**src/rtl/tick_sched.sv**
```systemverilog
// Multi-channel tick scheduler: shares clk among NCH timers as one-cycle enable pulses.
// Optional TICK_SCHED_SYNC_START_EN: a config commit restarts every channel counter.
module tick_sched #(
    parameter  int NCH = 4,
    parameter  int W   = 28,
    localparam int CHW = (NCH > 1) ? $clog2(NCH) : 1
) (
    input  logic           clk,
    input  logic           rst_n,
    input  logic           run,
    input  logic           clr,
    input  logic           cfg_valid,
    output logic           cfg_ready,
    input  logic [CHW-1:0] cfg_ch,
    input  logic [W-1:0]   cfg_period,
    input  logic           cfg_en,
    output logic [NCH-1:0] tick,
    output logic           running
);

    typedef enum logic [1:0] {IDLE, RUN, APPLY} state_t;

    state_t         state;
    state_t         state_nxt;
    logic           accept;
    logic           count_en;
    logic           cap_valid;

    logic [CHW-1:0] cap_ch;
    logic [W-1:0]   cap_period;
    logic           cap_en;

    logic [W-1:0]   period [NCH];
    logic [W-1:0]   cnt    [NCH];
    logic [NCH-1:0] en;

    assign accept    = cfg_valid && cfg_ready;
    assign cap_valid = (int'(cap_ch) < NCH);

    always_ff @(posedge clk or negedge rst_n) begin
        if (!rst_n) begin
            state   <= IDLE;
            running <= 1'b0;
        end else begin
            state   <= state_nxt;
            running <= (state_nxt == RUN);
        end
    end

    // Acceptance wins over the run/pause decision in the same cycle.
    always_comb begin
        state_nxt = state;
        if (accept)
            state_nxt = APPLY;
        else if (run)
            state_nxt = RUN;
        else
            state_nxt = IDLE;
    end

    always_comb begin
        cfg_ready = (state != APPLY);
        count_en  = (state == RUN) && (state_nxt == RUN);
    end

    always_ff @(posedge clk or negedge rst_n) begin
        if (!rst_n) begin
            cap_ch     <= '0;
            cap_period <= '0;
            cap_en     <= 1'b0;
        end else if (accept) begin
            cap_ch     <= cfg_ch;
            cap_period <= cfg_period;
            cap_en     <= cfg_en;
        end
    end

    // Counters only advance on edges that stay in RUN, so leaving RUN drops that edge's tick.
    always_ff @(posedge clk or negedge rst_n) begin
        if (!rst_n) begin
            tick <= '0;
            en   <= '0;
            for (int i = 0; i < NCH; i++) begin
                period[i] <= '0;
                cnt[i]    <= '0;
            end
        end else begin
            for (int i = 0; i < NCH; i++) begin
                tick[i] <= 1'b0;
                if (clr) begin
                    cnt[i] <= '0;
                end else if (state == APPLY) begin
`ifdef TICK_SCHED_SYNC_START_EN
                    if (cap_valid)
                        cnt[i] <= '0;
`else
                    if (cap_valid && int'(cap_ch) == i)
                        cnt[i] <= '0;
`endif
                end else if (count_en && en[i]) begin
                    if (cnt[i] == period[i]) begin
                        cnt[i]  <= '0;
                        tick[i] <= 1'b1;
                    end else begin
                        cnt[i] <= cnt[i] + 1'b1;
                    end
                end
                if (state == APPLY && cap_valid && int'(cap_ch) == i) begin
                    period[i] <= cap_period;
                    en[i]     <= cap_en;
                end
            end
        end
    end

endmodule

```
**config.mk**
```make
export PLATFORM = sky130hd
export DESIGN_NAME = tick_sched
export DESIGN_NICKNAME = d
export VERILOG_FILES = /design/src/rtl/tick_sched.sv
export SDC_FILE = /design/constraint.sdc
export NUM_CORES = 1
export LEC_CHECK = 0
export CORE_UTILIZATION = 60
export CTS_BUF_LIST = sky130_fd_sc_hd__clkbuf_2 sky130_fd_sc_hd__clkbuf_4 sky130_fd_sc_hd__clkbuf_8
export CTS_CLUSTER_SIZE = 10
export DETAILED_ROUTE_END_ITERATION = 16
export GPL_TIMING_DRIVEN = 0
export PLACE_DENSITY = 0.85
export SYNTH_ARGS = -nofsm -noshare
export SYNTH_HDL_FRONTEND = slang
export SYNTH_SLANG_ARGS = --single-unit
```
**constraint.sdc**
```tcl
create_clock -name clk -period 2.7 [get_ports clk]
set_clock_uncertainty 0.05 [all_clocks]
set_input_delay 0.405 -clock clk [delete_from_list [all_inputs] [get_ports clk]]
set_output_delay 0.405 -clock clk [all_outputs]
set_load 0.005 [all_outputs]
```
==> results.yml <==
status:
  status: "complete, no violations"
power:
  p_seq_share_pct: 48.3
  power.leakage_nw: 6.27
  pwr-share-clk_pct: 32.1
  p_switching_w: 0.00355
  ir_drop_mv: 0.562
  power_frac_comb_pct: 19.6
  p_per_area_mw_per_mm2: 799
  p_int_w: 0.00861
  p_total_w: 0.0122
  p_sw_share_pct: 29.2
worst_setup_path:
  r2r_setup_slack_ps: 170
  timing.rr.end: "en[2]$_DFFE_PN0P_"
  end_kind: "register"
  cp_common_cell: "buf_2"
  worstSetupStartpointType: "register"
  crit_fanout: 10
  cp_slowest_cell: "nor3b_1"
  worstPathCellList: "nand2b_1 > clkbuf_2 > nor3b_1 > buf_2 > buf_2 > mux2_2"
  reg2reg_from: "state[0]$_DFF_PN0_"
  crit_path_max_incr_delay_ps: 580
  arrival_ps: 2920
  setup.worst_path.class: "register to register"
  ff2ff_path_depth: 6
  required_ps: 3090
detailed_routing:
  detailroute.via_count: 10400
  vias_per_cell: 6.41
  drcViolationCount: 0
  drtAntennaViolNets: 0
  initialDrtViolationCount: 923
  wl_per_cell_um: 20.8
  drtPass1Iterations: 6
  finalWirelength_um: 33700
synthesis:
  muxShareOfSynthArea_pct: 13.2
  syn_nets: 1258
  synth_cell_types: 59
  synth_area_leaders: "dfrtp_1 50%, mux2_2 12%, xnor2_1 7.4%"
  synth_xor_area_share_pct: 7.39
  synthCells: 1218
  synth_edf_count: 0
  synthSimpleGateAreaFrac_pct: 16.5
  synth_top_family_by_area: "simple AND/OR/NAND/NOR gates"
  netlist_top_cells_count: "266 x dfrtp_1, 147 x mux2_2, 113 x xnor2_1"
  synth_adder_area_share_pct: 0.374
  synth_top_area_share_pct: 49.7
  synth_flop_cell: "dfrtp_1"
  synth_warnings: 0
  synth_most_common_cell: "dfrtp_1"
  synth_compound_area_share_pct: 9.81
  netlist.top_cell.by_area: "dfrtp_1"
  synthArstFlopShare_pct: 100
  ys_seq_area_share_pct: 49.7
  ys_ff_latch: 266
  synth.avg_cell_area_um2: 11.0
  syn_area_mm2: 0.0134
finish:
  final_util_pct: 69.5
  area_growth_pct: 13.5
  fillers: 1594
  num_antenna_cells: 0
  nets: 1347
  drive_gt1_share_pct: 22.8
  final_cells: 1622
die:
  die-area_mm2: 0.0229
  dieWidth_um: 151
  fp-row-count: 54
  start_util_pct: 61.2
  core_area_mm2: 0.0219
  io_pins: 42
  die_y_um: 151
flow_run:
  drv_cap: 0
min_path:
  holdPathEnd: "cap_en$_DFFE_PN0P_"
  hold_path.class: "input pin to register"
  hp-start: "cfg_en"
  min_delay_path_depth: 2
clock_network:
  clk_path_buf_depth: 3
  post_cts_buffers: 0
  cts.sinks: 266
  htreeDepth: 2
  clkSlewWorstSetupHoldPaths_ps: 60
  cts_tree: "built"
  cts_made_buffers: 44
  cts-root-buf: "clkbuf_8"
  clk_latency_ps: 570
place:
  dp_hpwl_um: 23300
  portBuffers: 40
  place_inst: 1540
  gp_congestion: 0.877
sta:
  fmax_mhz: 395
  fin_crit_sh_pct: 93.7
  rsz0062_at_grt: "false"
  timing_worst_slew_pin_value_ps: 843
  drv_slew: 0
  post-route-min-period_ps: 2530
  maxSlewHeadroom_pct: 43.5
  setup_viol: 0
  hold_viol: 0
grt:
  overflow: 0
  antenna_found_initial: 0
  grt_pass1_vias: 10272
  grt_pass1_wl_um: 54000
  grt_max_degree: 99
  grtUsageTotal_pct: 30.9
==> cell usage in the layout (no fill, tap or decap), types with 4 or more instances in the layout <==
master             n
nand2b_1           4
clkbuf_2           5
nand3_1           78
nor2_1            30
a21oi_2            7
nor3b_1            4
a211o_1            8
o311ai_0          14
mux2i_1           11
dfrtp_1          266
a21o_1             4
or3_1              8
clkbuf_1          22
and4_1            14
nand2_1          100
and2_1            17
nand3b_1           5
clkdlybuf4s50_1   39
buf_4              6
ha_1               4
a22o_1             7
a211oi_1           4
clkbuf_4          13
a31oi_1           35
clkinv_2           8
o21ai_0           23
nand4_1           56
nor3_1            13
xnor2_1          113
and3_1            31
a41oi_1            6
o31ai_1           19
nor4_4             6
mux2_2           147
a21oi_1           55
clkbuf_8          56
inv_1             18
buf_2             34
or2_2              5
==> sequential cells by signal, indices dropped and copies added, names as in the netlist <==
signal      cells
cap_period     28
state           2
cap_ch          2
cap_en          1
tick            4
running         1
en              4
cnt           112
period        112
==> cell type report <==
cell class | instances | area, um^2 | share of cell area (%)
inverters | 18 | 67.6 | 0.444
clock buffers | 69 | 868 | 5.71
plain buffers | 70 | 349 | 2.30
flip-flops and latches | 266 | 6660 | 43.8
clock inverters | 12 | 115 | 0.757
well taps | 280 | 350 | 2.30
repair buffers | 43 | 470 | 3.09
multi-input cells | 864 | 6330 | 41.6
==> layer usage <==
layer	vias to the layer above	global-route usage (%)	routed length, um
li1	4653	-	-
met1	5195	42.5	14300
met2	461	49.3	15900
met3	91	4.73	2410
met4	0	12.3	1120
met5	-	0	0
==> per-stage QoR <==
| stage | setup slack, ps | hold slack [ps] | area (um^2) | setup TNS (ps) |
|---|---|---|---|---|
| floorplan | 671 | 59.4 | 13400 | 0 |
| global placement | -10120 | 462 | 14100 | -2692420 |
| detailed placement | -288 | 448 | 14200 | -8510 |
| CTS | 146 | 387 | 15200 | 0 |
| global route | 50.5 | 402 | 15200 | 0 |
| finish | 170 | 401 | 15200 | 0 |
==> worst max-delay path: cells and delay by family (launching register included) <==
kind,cells,cell delay (ps)
multiplexers,1,390
buffers and inverters,3,870
AND/OR/NAND/NOR,2,720
flip-flops,1,380
==> timing repair <==
item,in CTS,in global routing
hold endpoints to repair,97,0
gates resized for setup,0,1
hold buffers,1,0
endpoints found under the setup margin,0,16
==> worst max-delay path by stage <==
| stage | from | end | slack (ps) | cells after the start |
|---|---|---|---|---|
| final | state[0]$_DFF_PN0_ | en[2]$_DFFE_PN0P_ | 170 | 6 |
| after detailed placement | run | cnt[102]$_DFFE_PN0P_ | -290 | 7 |
| after global placement | rst_n | cnt[65]$_DFFE_PN0P_ | -10120 | 1 |
| after floorplan | cnt[0]$_DFFE_PN0P_ | cnt[26]$_DFFE_PN0P_ | 670 | 7 |
| after CTS | state[1]$_DFF_PN0_ | cnt[90]$_DFFE_PN0P_ | 150 | 7 |
| after global routing | state[1]$_DFF_PN0_ | cnt[78]$_DFFE_PN0P_ | 50 | 7 |
==> power by group through the flow <==
stage	clock network (W)	logic [W]	registers, W
after floorplan	0	0.00186	0.00554
after global placement	0	0.00221	0.00585
after detailed placement	0	0.00233	0.00590
after CTS	0.00396	0.00237	0.00584
after global routing	0.00413	0.00257	0.00594
final	0.00391	0.00238	0.00587
==> cells by family (layout without fill, tap and decap cells) <==
kind of cell	after synthesis	count (layout)
and+or+nand+nor	391	391
DFF	266	266
AOI/OAI and AO/OA	198	198
muxes	158	158
xor gates and xnor gates	113	113
buffers and inverters	88	212
adders and majority gates	4	4
Note: power is estimated with default switching activity, not from simulation.
